### src/rtl/pwm_pkg.sv
// Shared types and helpers for the multi-channel PWM generator.
package pwm_pkg;

    typedef enum logic {
        PWM_EDGE   = 1'b0,
        PWM_CENTER = 1'b1
    } pwm_mode_e;

    localparam logic DIR_UP   = 1'b0;
    localparam logic DIR_DOWN = 1'b1;

    // Base bit of channel i in a flattened bus of (r+1)-bit duty words.
    function automatic int unsigned duty_slice(input int unsigned i, input int unsigned r = 10);
        return i * (r + 1);
    endfunction

endpackage

### src/rtl/pwm_prescaler.sv
// Free-running clock divider: one tick every dvsr+1 clocks while enabled.
module pwm_prescaler #(
    parameter int unsigned DW = 32
) (
    input  logic          clk,
    input  logic          reset,
    input  logic          en,
    input  logic [DW-1:0] dvsr,
    output logic          tick
);

    logic [DW-1:0] q;
    logic [DW-1:0] q_next;

    // >= so a divisor lowered below the current count recovers next cycle
    always_comb begin
        q_next = q;
        if (!en) begin
            q_next = '0;
        end else if (q >= dvsr) begin
            q_next = '0;
        end else begin
            q_next = q + DW'(1);
        end
    end

    always_ff @(posedge clk or posedge reset) begin
        if (reset) begin
            q <= '0;
        end else begin
            q <= q_next;
        end
    end

    assign tick = en && (q == '0);

endmodule

### src/rtl/pwm_multi.sv
// N-channel PWM with shared prescaler/period counter, edge or center aligned,
// double-buffered duty words and per-channel polarity.
module pwm_multi
    import pwm_pkg::*;
#(
    parameter int unsigned R  = 10,
    parameter int unsigned N  = 4,
    parameter int unsigned DW = 32
) (
    input  logic              clk,
    input  logic              reset,
    input  logic              en,
    input  logic              mode,
    input  logic [DW-1:0]     dvsr,
    input  logic [N*(R+1)-1:0] duty,
    input  logic [N-1:0]      duty_wr,
    input  logic [N-1:0]      polarity,
    output logic [N-1:0]      pwm_out,
    output logic              period_tick
);

    localparam logic [R-1:0] D_MAX = '1;
    localparam logic [R-1:0] D_ONE = R'(1);

    logic      tick;
    logic [R-1:0] d;
    logic [R-1:0] d_next;
    logic      dir;
    logic      dir_next;
    pwm_mode_e amode;
    pwm_mode_e amode_next;
    pwm_mode_e mode_in;
    logic      boundary;

    assign mode_in = pwm_mode_e'(mode);

    pwm_prescaler #(
        .DW(DW)
    ) u_prescaler (
        .clk  (clk),
        .reset(reset),
        .en   (en),
        .dvsr (dvsr),
        .tick (tick)
    );

    // Period counter sequencing; boundary marks the tick whose next count is 0
    always_comb begin
        d_next     = d;
        dir_next   = dir;
        amode_next = amode;
        boundary   = 1'b0;
        if (!en) begin
            d_next     = '0;
            dir_next   = DIR_UP;
            amode_next = mode_in;
        end else if (tick) begin
            if (amode == PWM_EDGE) begin
                d_next   = d + D_ONE;
                boundary = (d == D_MAX);
            end else if (dir == DIR_UP) begin
                if (d == D_MAX) begin
                    d_next   = D_MAX - D_ONE;
                    dir_next = DIR_DOWN;
                end else begin
                    d_next = d + D_ONE;
                end
            end else begin
                if (d == D_ONE) begin
                    d_next   = '0;
                    dir_next = DIR_UP;
                    boundary = 1'b1;
                end else begin
                    d_next = d - D_ONE;
                end
            end
            if (boundary) begin
                amode_next = mode_in;
                if (mode_in != amode) begin
                    dir_next = DIR_UP;
                end
            end
        end
    end

    always_ff @(posedge clk or posedge reset) begin
        if (reset) begin
            d           <= '0;
            dir         <= DIR_UP;
            amode       <= PWM_EDGE;
            period_tick <= 1'b0;
        end else begin
            d           <= d_next;
            dir         <= dir_next;
            amode       <= amode_next;
            period_tick <= boundary;
        end
    end

    for (genvar i = 0; i < N; i++) begin : g_ch
        localparam int unsigned BASE = duty_slice(i, R);

        logic [R:0] shadow;
        logic [R:0] active;
        logic       out_q;

        // Active duty only changes at a period boundary (or while idle), so no runt pulses
        always_ff @(posedge clk or posedge reset) begin
            if (reset) begin
                shadow <= '0;
                active <= '0;
                out_q  <= 1'b0;
            end else begin
                if (duty_wr[i]) begin
                    shadow <= duty[BASE +: R+1];
                end
                if (!en || boundary) begin
                    active <= shadow;
                end
                if (!en) begin
                    out_q <= polarity[i];
                end else begin
                    out_q <= ({1'b0, d} < active) ^ polarity[i];
                end
            end
        end

        assign pwm_out[i] = out_q;
    end

endmodule

### config.mk
export PLATFORM = sky130hd
export DESIGN_NAME = pwm_multi
export DESIGN_NICKNAME = d
export VERILOG_FILES = /design/src/rtl/pwm_pkg.sv /design/src/rtl/pwm_prescaler.sv /design/src/rtl/pwm_multi.sv
export SDC_FILE = /design/constraint.sdc
export NUM_CORES = 1
export LEC_CHECK = 0
export ABC_AREA = 1
export CAP_MARGIN = 5
export CORE_ASPECT_RATIO = 0.5
export CORE_MARGIN = 2
export CORE_UTILIZATION = 40
export CTS_CLUSTER_SIZE = 16
export DETAILED_ROUTE_END_ITERATION = 10
export PLACE_DENSITY_LB_ADDON = 0.1
export SETUP_SLACK_MARGIN = 0.5
export SYNTH_ARGS = -nofsm -noshare
export SYNTH_HDL_FRONTEND = slang
export SYNTH_SLANG_ARGS = --single-unit
### constraint.sdc
create_clock -name clk -period 6.55 [get_ports clk]
set_clock_uncertainty 0.05 [all_clocks]
set_input_delay 0.655 -clock clk [delete_from_list [all_inputs] [get_ports clk]]
set_output_delay 0.655 -clock clk [all_outputs]
set_load 0.02 [all_outputs]
---- Yosys cells after proc, flatten, opt, wreduce, memory -nomap -nowiden ----
Cells that the tools add are included.
storage, ports and cells
  register bits after elaboration ......... 137
  bits in latches ......................... 0
  RAM bits ................................ 0
  bits in read-only memories .............. 0
  input port bits ......................... 88
  output and inout port bits .............. 5
  word-level logic and storage cells ...... 69
  memories ................................ 0
operators by class
  add/subtract/negate cells ............... 3
  multiply operators ...................... 0
  div/mod/pow operators ................... 0
  order comparisons ....................... 5
  equality and inequality tests ........... 5
  shift operators ......................... 0
  mux-type cells .......................... 30
  bitwise gates (word level) .............. 4
  reduce and logical (&&, ||, !) cells .... 5
operators by type and width
  operator                                                                  number
  32-bit two-way mux                                                        2
  10-bit two-way mux                                                        6
  10-bit by 11-bit < comparator with 1-bit output                           4
  32-bit by 1-bit adder with 32-bit output (second input constant)          1
  32-bit greater-or-equal comparator                                        1
  32-bit logical NOT                                                        1
  1-bit two-way mux                                                         22
  10-bit by 1-bit adder with 10-bit output (second input constant)          1
  10-bit by 1-bit equality test with 1-bit output (second input constant)   1
  10-bit equality test (second input constant)                              1
  10-bit by 1-bit subtractor with 10-bit output (second input constant)     1
  2-bit by 1-bit inequality test with 1-bit output (second input constant)  2
  1-bit bitwise XOR                                                         4
  2-bit AND reduction                                                       1
  1-bit logical AND                                                         1
  1-bit logical NOT                                                         1
  1-bit logical OR                                                          1
  1-bit inequality test                                                     1

---- Logic depth before layout (Yosys ltp) ----
Gate-level depths: netlist (run 1).
  depth in word-level cells ............... 9
  mapped depth ............................ 15
  gate-level depth less buffers ........... 14

---- By module ----
A second synthesis (run 1) with hierarchy kept.
unflattened totals
  cell total of the unflattened synthesis .. 1079
  area total of the unflattened synthesis .. 8866.0 um^2
modules (own cells, without submodules)
  module         instances  cells an instance  area each (um^2)  sequential area each (um^2)
  pwm_multi      1          640                5933.2            2627.5
  pwm_prescaler  1          439                2932.8            800.8

---- Worst setup path before layout (run 1) ----
Ideal clock, no wire load.
  path type ............................... input -> register
  from .................................... input dvsr[31]
  to ...................................... register u_prescaler.q[9]
  setup time .............................. 0.123 ns
  arrival ................................. 1.863 ns
  required time ........................... 6.377 ns
  setup slack ............................. 4.514 ns
  cell stages on the path ................. 10
  path buffers ............................ 1
  path through ............................ inv_1 > ha_1 > nand2_1 > nor2_1 > inv_1 > nor3_1 > nand3_1 > nand3_1 > buf_2 > nor2_1
on the way
  cells in the longest elaborated chain, start to end .. 3
RTL lines
  what                                line                 text
  from (decl)                         pwm_multi.sv:14      input logic [DW-1:0] dvsr,
  32-bit greater-or-equal comparator  pwm_prescaler.sv:20  end else if (q >= dvsr) begin
  32-bit two-way mux                  pwm_prescaler.sv:20
  32-bit two-way mux                  pwm_prescaler.sv:18  if (!en) begin
  net u_prescaler.q_next[9]           pwm_prescaler.sv:13  logic [DW-1:0] q_next;
  to (signal assigned)                pwm_prescaler.sv:31  q <= q_next;
  to (decl)                           pwm_prescaler.sv:12  logic [DW-1:0] q;
The timed path passes the listed nets, and every way through them passes these cells.
A chain may end at the register's enable or synchronous reset.

---- Worst setup path after layout (run 1) ----
  from .................................... input en
  to ...................................... register g_ch[3].active[7]
on the way
  cells in the longest elaborated chain, start to end .. 4
  elaborated cells between the ends (all ways) .. 5
  classes of those cells .................. 2 x mux; 3 x reduce/logical
RTL lines
  what                  line                 text
  from (decl)           pwm_multi.sv:12      input logic en,
  1-bit logical AND     pwm_prescaler.sv:35  assign tick = en && (q == '0);
  1-bit two-way mux     pwm_multi.sv:57      end else if (tick) begin
  1-bit two-way mux     pwm_multi.sv:53      if (!en) begin
  1-bit logical OR (*)  pwm_multi.sv:117     if (!en || boundary) begin
  to (signal assigned)  pwm_multi.sv:118     active <= shadow;
  to (decl)             pwm_multi.sv:104     logic [R:0] active;
Mark *: on every way between the ends. The rest lies on a longest branch, timed or not.

==> qor.yml, run 1 <==
status: "finished clean"
clk_path_buf_depth: 2
rows: 38
core_sq_um: 21630
rsz0062_at_grt: "false"
viasPerCell: 4.764
layout_min_cycle_time_ps: 2618
drive_gt1_frac: 0.1272
maxCapViolations: 0
hpwlAfterDp_mm: 15.05
hold_slack_ps: 437.3
worstSetupPathType: "primary input to flop"
via_count: 7308
final_util: 0.4872
cts_root_buffer: "clkbuf_16"
grt_overflow: 0
yosysSeqAreaShare: 0.3893
p_leak_nw: 5.252
ys_top_cells_by_count: "228 x nand2_1, 184 x inv_1, 137 x dfrtp_1, 105 x nor2_1, 81 x nand3_1"
drt_pass1_iterations: 8
path_max_fanout: 46
yosysTopAreaCell: "dfrtp_1"
internal_power_mw: 1.710
preCtsSetupSlack_ps: 3480
fillerInstances: 2157
fin_tns_setup_ps: 0
yosysMostFrequentCell: "nand2_1"
clockPowerShare: 0.429
yosys_register_bits: 137
cts_htree_levels: 4
fin_area_sq_um: 10540
synth_top_area_frac: 0.3893
tightest_slew_ps: 1050
finalNonFillerCells: 1534
p_switching_uw: 650.6
drv_slew: 0
finalSetupViolCount: 0
hp-class: "flop to flop"
wl_per_cell_um: 13.32
insertion_delay_ps: 440
finalWirelength_mm: 20.44
ioPinCount: 93
synthFlopType: "dfrtp_1"
drt_iter0_drc: 385
endpoint_kind: "flop"
grtUsageTotal: 0.1900
place_area_sq_um: 9921
fin_nets: 1382
drc: 0
ir_drop_v: 0.0001678
cts_inserted_buffers: 17
setup_ws_ps: 3932
grt_max_degree: 83
startpoint_type: "primary input"
area_growth_syn_to_layout_pct: 19.68
power_frac_comb: 0.159
cts_resized: 0
fmax_mhz: 381.9
syn_area_per_cell_sq_um: 7.738
netlist_area_sq_um: 8806
grt_pass1_wl_mm: 34.55
power_frac_seq: 0.412
ys_types: 35
dp_cells: 1502
synth-edff-count: 0
p_per_area_nw_per_um2: 224.0
cts.sinks: 137
total_power_mw: 2.360
start_util: 0.4071
die_area_sq_um: 23290
period_share: 0.3997
synth_nets: 1299
critPathArrivalTime_ps: 2930
syn_inst: 1138
post_cts_buffers: 0
required_ps: 6860
yosysWarningCount: 0
antennaDiodeCount: 0
place_congestion: 0.8853
yosys-top-cells-area: "dfrtp_1 39%, ha_1 10%, nand2_1 9.7%, inv_1 7.8%, nand3_1 4.6%"
ant_nets: 0
grt_pass1_vias: 7092
async_reset_ff_frac: 1.000
portBuffers: 92
antenna_found_initial: 0
cts.reportedPaths.clkPinSlew_ps: 60
hold_buffers: 0
fp.dieW_um: 213.8
swShare: 0.2757
die_h_um: 108.9
hold_viol_final: 0
slew-limit-headroom: 0.3000
cts_tree: "built"
## layout make-up
type	instances	area [sq um]	area share
Clock inverter	12	161.4	0.01532
Multi-Input combinational cell	769	4407	0.4181
Clock buffer	20	456.7	0.04333
Inverter	199	752.0	0.07135
Sequential cell	137	3428	0.3253
Tap cell	300	375.4	0.03562
Timing Repair Buffer	97	958.4	0.09094
## state kept, by name, summed over array words and instances, names as in the netlist
signal / flops
u_prescaler.q: 32
g_ch.out_q: 4
period_tick: 1
dir: 1
g_ch.shadow: 44
d: 10
amode: 1
g_ch.active: 44
## power by group through the flow
stage | clock network, mW | registers, mW | logic (mW)
after global placement | 0 | 0.986 | 0.370
after CTS | 1.03 | 0.973 | 0.383
after floorplan | 0 | 0.975 | 0.275
after detailed placement | 0 | 0.987 | 0.380
final | 1.01 | 0.972 | 0.376
after global routing | 1.07 | 0.981 | 0.436
## critical path: stages
cell and delay [ps]:
clkdlybuf4s50_1 460, buf_4 330, inv_1 400, o21ai_4 270
buf_4 580, nand2_2 100, o21ai_2 80
## kinds of logic after synthesis
group,share of synthesized area
adder cells (fa/ha/maj),0.1037
XOR/XNOR,0.01293
AO/OA/AOI/OAI,0.1151
buffers and inverters,0.1103
AND/OR/NAND/NOR,0.2687
flip-flops,0.3893
## path summary, 6_finish.rpt
| kind | from | cells past startpoint | slack, ps | end |
|---|---|---|---|---|
| setup / recovery | en | 7 | 3930 | g_ch[3].active[7] |
| min in group asynchronous | reset | 2 | 610 | u_prescaler.q[0] |
| hold reg to reg | g_ch[0].active[2] | 2 | 440 | g_ch[0].active[2] |
| hold / removal | g_ch[0].active[2] | 2 | 440 | g_ch[0].active[2] |
| max in group asynchronous | reset | 3 | 4400 | g_ch[3].shadow[5] |
| setup reg to reg | d[1] | 10 | 4140 | g_ch[3].active[7] |
## layer usage
layer | wire length (um) | track usage | vias to the layer above
met2 | 9465 | 0.3179 | 121
met4 | 289 | 0.05308 | 0
met5 | 0 | 0 | -
li1 | - | - | 3795
met1 | 9822 | 0.2488 | 3365
met3 | 860 | 0.04263 | 27
## cells in the final DEF, fill, tap and decap left out, types with 4 or more instances in the layout
cell / netlist / final
nand3_1: 81 / 81
nor2_1: 105 / 105
o22ai_1: 4 / 4
nand2_1: 228 / 228
a21oi_1: 35 / 35
ha_1: 73 / 73
inv_6: 0 / 5
clkbuf_16: 0 / 17
xor2_1: 10 / 10
inv_1: 184 / 183
o211ai_1: 4 / 4
o21ai_2: 45 / 45
nor3_1: 26 / 26
o21ai_0: 66 / 66
nand2_2: 46 / 46
dfrtp_1: 137 / 137
inv_2: 14 / 14
nand4_1: 22 / 22
clkdlybuf4s50_1: 0 / 92
nor2_2: 4 / 4
buf_4: 5 / 5
Power figures use the tool's default switching activity.
==> run 2: changes to the inputs <==
==> constraint.sdc (replaced) <==
create_clock -name clk -period 2.5 [get_ports clk]
set_clock_uncertainty 0.05 [all_clocks]
set_input_delay 0.25 -clock clk [delete_from_list [all_inputs] [get_ports clk]]
set_output_delay 0.25 -clock clk [all_outputs]
set_load 0.02 [all_outputs]
==> run 2 against run 1 <==
Combinational power rose to 2.8 times the previous value. Critical path depth rose by 2. First-iteration DRC count fell by 4.9%. Sequential share of layout area fell by 1.2 points. Die area did not move. Clock power rose by 140%. Critical path type is now flop to flop. Critical endpoint is now u_prescaler.q[7].
==> qor.yml, run 2 (synthesis gave the netlist of run 1 again) <==
critical_path.cell_chain: "ha_4, nand2_2, nor2_4, nand4_1, nor3_4, nand3_1, nand3_4, buf_12, nor2_1"  # was clkdlybuf4s50_1, buf_4, inv_1, o21ai_4, buf_4, nand2_2, o21ai_2
insertion_delay_ps: 430  # was 440 ps
fin_area_sq_um: 10990  # was 10540 sq um
antenna_found_initial: 0  # unchanged
final_cell_mix: "223 x nand2_1, 182 x inv_1, 123 x dfrtp_1"  # was 228 x nand2_1, 183 x inv_1, 137 x dfrtp_1
fmax_mhz: 519.4
required_ps: 2760  # was 6860 ps
hold_slack_ps: 45.70  # was 437.3 ps
slew-limit-headroom: 0.5951  # was 0.3000
p_per_area_nw_per_um2: 550.9  # was 224.0 nW/um^2
path_max_fanout: 16  # was 46
place_congestion: 0.9253  # was 0.8853
drv_slew: 0  # unchanged
cts_root_buffer: "clkbuf_16"  # unchanged
portBuffers: 92  # unchanged
cts_tree: "built"  # unchanged
rsz0062_at_grt: "true"  # was false
area_growth_syn_to_layout_pct: 24.81  # was 19.68%
fp.dieW_um: 213.8  # unchanged
dp_cells: 1517  # was 1502
rows: 38  # unchanged
place_area_sq_um: 10090  # was 9921 sq um
cts.reportedPaths.clkPinSlew_ps: 60  # about the same
largestRegisters: "g_ch.active: 44 flops, g_ch.shadow: 44 flops, u_prescaler.q: 32 flops"  # unchanged
p_leak_nw: 5.425  # was 5.252 nW
grtUsageTotal: 0.1881  # was 0.1900
endpoint_kind: "flop"  # unchanged
ant_nets: 0  # unchanged
setup_ws_ps: 574.8  # was 3932 ps
antennaDiodeCount: 0  # unchanged
hpwlAfterDp_mm: 15.34  # was 15.05 mm
ff2ff_path_depth: 9  # was 10
cp_num_buf_inv: 1  # was 4
crit_slowest_cell: "dfrtp_2"  # was buf_4
period_share: 0.7701
fin_nets: 1415  # was 1382
layout_min_cycle_time_ps: 1925
final_util: 0.5080  # was 0.4872
core_sq_um: 21630  # unchanged
clk_path_buf_depth: 2  # unchanged
grt_pass1_wl_mm: 34.26  # was 34.55 mm
die_h_um: 108.9  # unchanged
status: "finished clean"  # unchanged
preCtsSetupSlack_ps: 207.8  # was 3480 ps
total_power_mw: 6.055  # was 2.360 mW
die_area_sq_um: 23290  # unchanged
worstSetupPathType: "flop to flop"  # was primary input to flop
drc: 0  # unchanged
grt_max_degree: 53  # was 83
finalSetupViolCount: 0  # unchanged
start_util: 0.4071  # unchanged
finalNonFillerCells: 1567  # was 1534
startpoint_type: "flop"  # was primary input
via_count: 7504  # was 7308
tightest_slew_ps: 605.4  # was 1050 ps
hold_buffers: 0  # unchanged
finalWirelength_mm: 20.98  # was 20.44 mm
ir_drop_v: 0.0004110  # was 0.0001678 V
critPathArrivalTime_ps: 2190  # was 2930 ps
cp_top_family: "simple AND/OR/NAND/NOR gates"  # was buffers and inverters
grt_pass1_vias: 7125  # was 7092
cts_inserted_buffers: 17  # unchanged
hold_viol_final: 0  # unchanged
drt_iter0_drc: 366  # was 385
critical_path.max_stage_delay_ps: 450  # was 580 ps
path_depth: 9  # was 7
hp-class: "primary input to asynchronous set/reset pin"  # was flop to flop
wl_per_cell_um: 13.39  # was 13.32 um
final_common_cell: "nand2_1"  # unchanged
viasPerCell: 4.789  # was 4.764
drive_gt1_frac: 0.1768  # was 0.1272
ioPinCount: 93  # unchanged
cts_htree_levels: 4  # unchanged
drt_pass1_iterations: 4  # was 8
grt_overflow: 0  # unchanged
fin_tns_setup_ps: 0  # unchanged
cts.sinks: 137  # unchanged
maxCapViolations: 0  # unchanged
run 2: final timing paths:
| kind | start | slack, ps | to |
|---|---|---|---|
| worst max-delay path | u_prescaler.q[21] | 570 | u_prescaler.q[7] |
| worst min-delay path | reset | 50 | d[0] |
| worst max register to register | u_prescaler.q[21] | 570 | u_prescaler.q[7] |
| worst min register to register | g_ch[3].active[6] | 440 | g_ch[3].active[6] |
| max in group asynchronous | reset | 1840 | g_ch[3].shadow[5] |
| min in group clk | duty[11] | 330 | g_ch[1].shadow[0] |
run 2: area by class of cell:
cell class / instances / area [sq um]
clock buffers: 21 / 460.4
clock inverters: 11 / 110.1
fillers: 2105 / 10640
inverters: 199 / 750.7
multi-input cells: 769 / 4542
flip-flops and latches: 137 / 3446
well taps: 300 / 375.4
repair buffers: 130 / 1306
run 2: repair_timing:
action,in CTS,in global routing
pin swaps,0,8
buffers inserted,0,16
resized for setup,7,38
setup endpoints to repair,54,82
gates cloned,0,2
run 2: layer usage:
metal  routed length, um  vias up  track usage
met5                   0        -            0
met4                 367        0      0.06200
met3                 789       28      0.03888
met2                9688      136       0.3128
met1               10130     3489       0.2466
li1                    -     3851            -
run 2: power by group:
part	switching (mW)	internal, mW
Combinational	0.580	0.461
Sequential	0.125	2.42
Clock	1.03	1.44
==> variant 1: new RTL, config.mk and constraints of run 2 <==
`DW` is set to 32 in 2 places; all go to 48.
--- a/src/rtl/pwm_prescaler.sv
+++ b/src/rtl/pwm_prescaler.sv
@@ -1,6 +1,6 @@
 // Free-running clock divider: one tick every dvsr+1 clocks while enabled.
 module pwm_prescaler #(
-    parameter int unsigned DW = 32
+    parameter int unsigned DW = 48
 ) (
     input  logic          clk,
     input  logic          reset,
--- a/src/rtl/pwm_multi.sv
+++ b/src/rtl/pwm_multi.sv
@@ -5,7 +5,7 @@
 #(
     parameter int unsigned R  = 10,
     parameter int unsigned N  = 4,
-    parameter int unsigned DW = 32
+    parameter int unsigned DW = 48
 ) (
     input  logic              clk,
     input  logic              reset,
Interface: changed (resized dvsr); port bits go from 93 to 109. No check against the original RTL was run, so the function may have changed too.
==> variant 1 against run 2 <==
  * Worst hold slack better by 0.20 ns
  * Final area is 23% higher
  * Global-route usage is 2.3 points higher
  * Synthesized area is 14% higher
  * Sequential cell count is 16 higher
  * Wire length is 41% higher
  * Worst setup slack worse by 0.16 ns
  * Final cell count is 18% higher
  * Power is 11% higher
  * Via count is 21% higher
==> variant 1: results (changes against run 2) <==
Parameter                              Value

Run status
  Run status ... finished, final reports clean

Synthesis
  Synth Instances ... 1321 (+16%)
  Area share of fa/ha/maj cells after synthesis ... 11.09% (+0.71 points)
  Post-synthesis cell type count ... 38 (+8.6%)
  Synth top area cells ... dfrtp_1 38%, nand2_1 12%, ha_1 11%
  Synthesized-area fraction occupied by xor and xnor cells ... 3.837% (+2.5 points)
  Net count after synthesis ... 1514 (+17%)
  Synthesized-area fraction occupied by ao, oa, aoi and oai cells ... 9.392% (-2.1 points)
  Top cells by count, synth ... 324 x nand2_1, 222 x inv_1, 153 x dfrtp_1
  Sequential fraction of the synthesis area ... 38.12% (-0.81 points)

Finish
  Largest registers in the final layout ... u_prescaler.q (48), g_ch.active (44), g_ch.shadow (44)
  Post-layout nets ... 1698 (+20%)
  Fraction of layout instances using a drive strength above 1 ... 20.24% (+2.6 points)

Power
  Clock group power ... 2550 uW (+3%)
  Reported combinational group power ... 1380 uW (+33%)
  Power density relative to cell area ... 499.8 nW/um2 (-9.3%)
  Switching Power ... 1986 uW (+14%)
  Static power due to leakage ... 0.006520 uW (+20%)
  IR Drop Worst-Case VDD ... 371.8 uV (-9.5%)

Setup path
  Launch instance of the worst register-to-register path ... u_prescaler.q[44]$_DFF_PP0_
  Depth of the worst register-to-register path ... 11 (+2)
  Data arrival time of the critical path ... 2.36 ns (+0.17 ns)
  Max FO, Critical Path ... 7 (-9)
  CP Capture Point ... u_prescaler.q[0]$_DFF_PP0_

Global routing
  Met3 usage ... 3.863% (-0.025 points)
  Vias in the first global route ... 8579 (+20%)
  Overall track demand over capacity in global routing ... 21.07% (+2.3 points)
  Wire length of the first global-routing pass ... 43660 um (+27%)

Placement
  Dpl ws ... 0.04142 ns (-0.1663 ns)
  Final weighted congestion of routability-driven global placement ... 0.8934 (-3.4%)
  Placed Area ... 11490 um2 (+14%)
  Sum of net half-perimeters after detailed placement ... 19800 um (+29%)
  Number of placed cells counting well taps ... 1752 (+15%)

Timing
  Worst slew pin tran ... 0.6738 ns (+0.06839 ns)
  Crit path setup slack, layout ... 0.4181 ns (-0.1566 ns)
  Worst hold-check slack ... 0.2474 ns (+0.2017 ns)

Detailed routing
  DR WL met3 ... 1294 um (+64%)
  Iteration count of the initial detailed-routing pass ... 7 (+3)
  Met2 wire length ... 13790 um (+42%)
  DRT Wirelength ... 29480 um (+41%)
  Vias ... 9100 (+21%)
  Routed WL per cell ... 15.91 um (+19%)
  Length of routed wiring on met1 ... 13840 um (+37%)
  Iteration-0 DRC count of the detailed router ... 592 (+62%)

Clocking
  Clk_lat worst skew ... 0.45 ns (+0.02 ns)
## variant 1: cells by family (layout without fill, tap and decap cells)
logic type      Yosys count  after routing
flops                   153            153
xor+xnor                 44             44
fa+ha+maj                89             89
simple gates            629            631
buf+inv                 256            450
compound gates          150            150
## variant 1: final cells by class
cell class              count  area, um2  area share (%)
multi-input cells         914       5700           42.30
flip-flops and latches    153       3860           28.64
repair buffers            193       2069           15.36
inverters                 226      858.3           6.369
clock buffers              19      452.9           3.361
well taps                 336      420.4           3.119
clock inverters            12      115.1          0.8541
## variant 1: worst max-delay path, delay by kind of cell, from the launching register on
family,cells,cell delay (ns)
adders and majority gates,1,0.28
and+or+nand+nor,8,0.89
buffers and inverters,2,0.27
DFF,1,0.46
## variant 1: timing repair
action                                  CTS  global route
pin swaps                                 6            34
endpoints found under the setup margin  103           105
hold buffers                              0             0
cloned                                    3            18
gates resized for setup                  30           138
buffers inserted                         10            39
==> variant 2: new RTL, settings of run 2 <==
Without the edit above. The output `period_tick` loses its register stage (`period_tick` becomes a continuous assignment).
--- a/src/rtl/pwm_multi.sv
+++ b/src/rtl/pwm_multi.sv
@@ -88,14 +88,14 @@
             d           <= '0;
             dir         <= DIR_UP;
             amode       <= PWM_EDGE;
-            period_tick <= 1'b0;
         end else begin
             d           <= d_next;
             dir         <= dir_next;
             amode       <= amode_next;
-            period_tick <= boundary;
         end
     end
+
+    assign period_tick = boundary;
 
     for (genvar i = 0; i < N; i++) begin : g_ch
         localparam int unsigned BASE = duty_slice(i, R);
Function: no difference found for any inputs over 4 cycles, from zero or initial values and one cycle with reset high; that may be too few to reach the edited logic, so the function may still have changed.
==> variant 2 against run 2 <==
  * Synthesized area fell by 0.28%
  * Worst hold slack gained 0.083 ns
  * Critical path depth is 5 higher
  * Final cell count increased by 1.8%
  * Core utilization grew 3.6 points
  * Power rose by 3.2%
  * Wire length rose by 9.8%
  * Worst setup slack worse by 0.19 ns
  * Sequential cell count decreased by 1
  * Final area rose by 6.8%
  * Synthesized cell count barely moved
  * Sequential share of layout area decreased by 2.3 points
  * Global-route usage rose by 1.1 points
  * Critical path type unchanged
  * Critical endpoint is now g_ch[3].active[10]$_DFFE_PP0P_
  * Largest cell class unchanged
  * Largest power group is now clock
==> variant 2: results (changes against run 2) <==
Parameter                              Value

Placement
  Sum of net half-perimeters after detailed placement ... 15900 um (+3.6%)
  Number of placed cells counting well taps ... 1529 (+0.79%)
  Dpl ws ... 0.04421 ns (-0.1636 ns)
  Final weighted congestion of routability-driven global placement ... 0.9003 (-2.7%)

Setup path
  Setup slack on the worst flop-to-flop path ... 0.39 ns (-0.19 ns)
  Critical register-to-register path endpoint ... g_ch[3].active[10]$_DFFE_PP0P_
  Max FO, Critical Path ... 11 (-5)
  Data arrival time of the critical path ... 2.37 ns (+0.18 ns)
  Depth of the worst register-to-register path ... 14 (+5)
  Highest-delay cell along the critical path ... dfrtp_1

Global routing
  Pin count of the biggest net entering global routing ... 48 (-9.4%)
  Wire length of the first global-routing pass ... 35860 um (+4.7%)
  Met1 track utilization from global routing ... 26.15% (+1.5 points)
  Global-route met2 utilization ... 33.74% (+2.5 points)
  Overall track demand over capacity in global routing ... 19.88% (+1.1 points)
  Vias in the first global route ... 7403 (+3.9%)

Timing
  Share of the clock period used by the worst path ... 84.58% (+7.6 points)
  Worst hold-check slack ... 0.1283 ns (+0.08262 ns)
  Worst slew pin tran ... 0.6184 ns (+0.01294 ns)

Run status
  Run status ... finished, final reports clean

Finish
  Final-layout fill cell count ... 2121 (+0.76%)
  Fraction of layout instances using a drive strength above 1 ... 23.78% (+6.1 points)
  Post-layout nets ... 1446 (+2.2%)
  Final standard cell count with taps included and fillers excluded ... 1595 (+1.8%)

Power
  Static power due to leakage ... 0.005642 uW (+4.0%)
  IR Drop Worst-Case VDD ... 443.0 uV (+7.8%)
  Fraction of power spent switching nets ... 27.88% (-0.83 points)

Detailed routing
  Via density per instance ... 4.856 (+1.4%)
  Length of routed wiring on met1 ... 11240 um (+11%)
  Iteration count of the initial detailed-routing pass ... 5 (+1)
  Iteration-0 DRC count of the detailed router ... 392 (+7.1%)
  Routed WL per cell ... 14.44 um (+7.9%)

Synthesis
  Area share of fa/ha/maj cells after synthesis ... 10.40% (+0.030 points)
  Synthesized-area fraction occupied by ao, oa, aoi and oai cells ... 11.54% (+0.033 points)
  Synth Instances ... 1137 (-0.088%)
  Net count after synthesis ... 1298 (-0.077%)
  Synthesized-area fraction occupied by xor and xnor cells ... 1.297% (+0.0037 points)
  Top cells by count, synth ... 228 x nand2_1, 184 x inv_1, 136 x dfrtp_1

Clocking
  Setup repair bufs after CTS ... 18 (+18)
  Number of resized instances in the post-cts repair step ... 44 (+37)

Hold path
  Class of the most critical hold timing path ... input port to asynchronous set/reset pin
-- variant 2: power by group through the flow --
stage               clock network (uW)  logic (uW)  registers (uW)
global route                      2730        1290            2540
floorplan                            0         720            2540
detailed placement                   0        1040            2560
CTS                               2640        1060            2520
global placement                     0        1020            2550
finish                            2590        1140            2520
-- variant 2: worst max-delay path, delay by kind of cell, from the launching register on --
kind,cells,cell delay [ns]
adder cells (fa/ha/maj),1,0.20
AO/OA/AOI/OAI,2,0.17
buffers and inverters,4,0.59
flip-flops,1,0.37
AND/OR/NAND/NOR,7,0.62
-- variant 2: final cells by class --
cell class	count	area, um2	share of cell area (%)
Clock inverter	10	147.6	1.257
Tap cell	300	375.4	3.197
Inverter	199	754.5	6.426
Sequential cell	136	3413	29.07
Multi-Input combinational cell	769	4893	41.68
Clock buffer	19	442.9	3.772
Timing Repair Buffer	162	1714	14.60
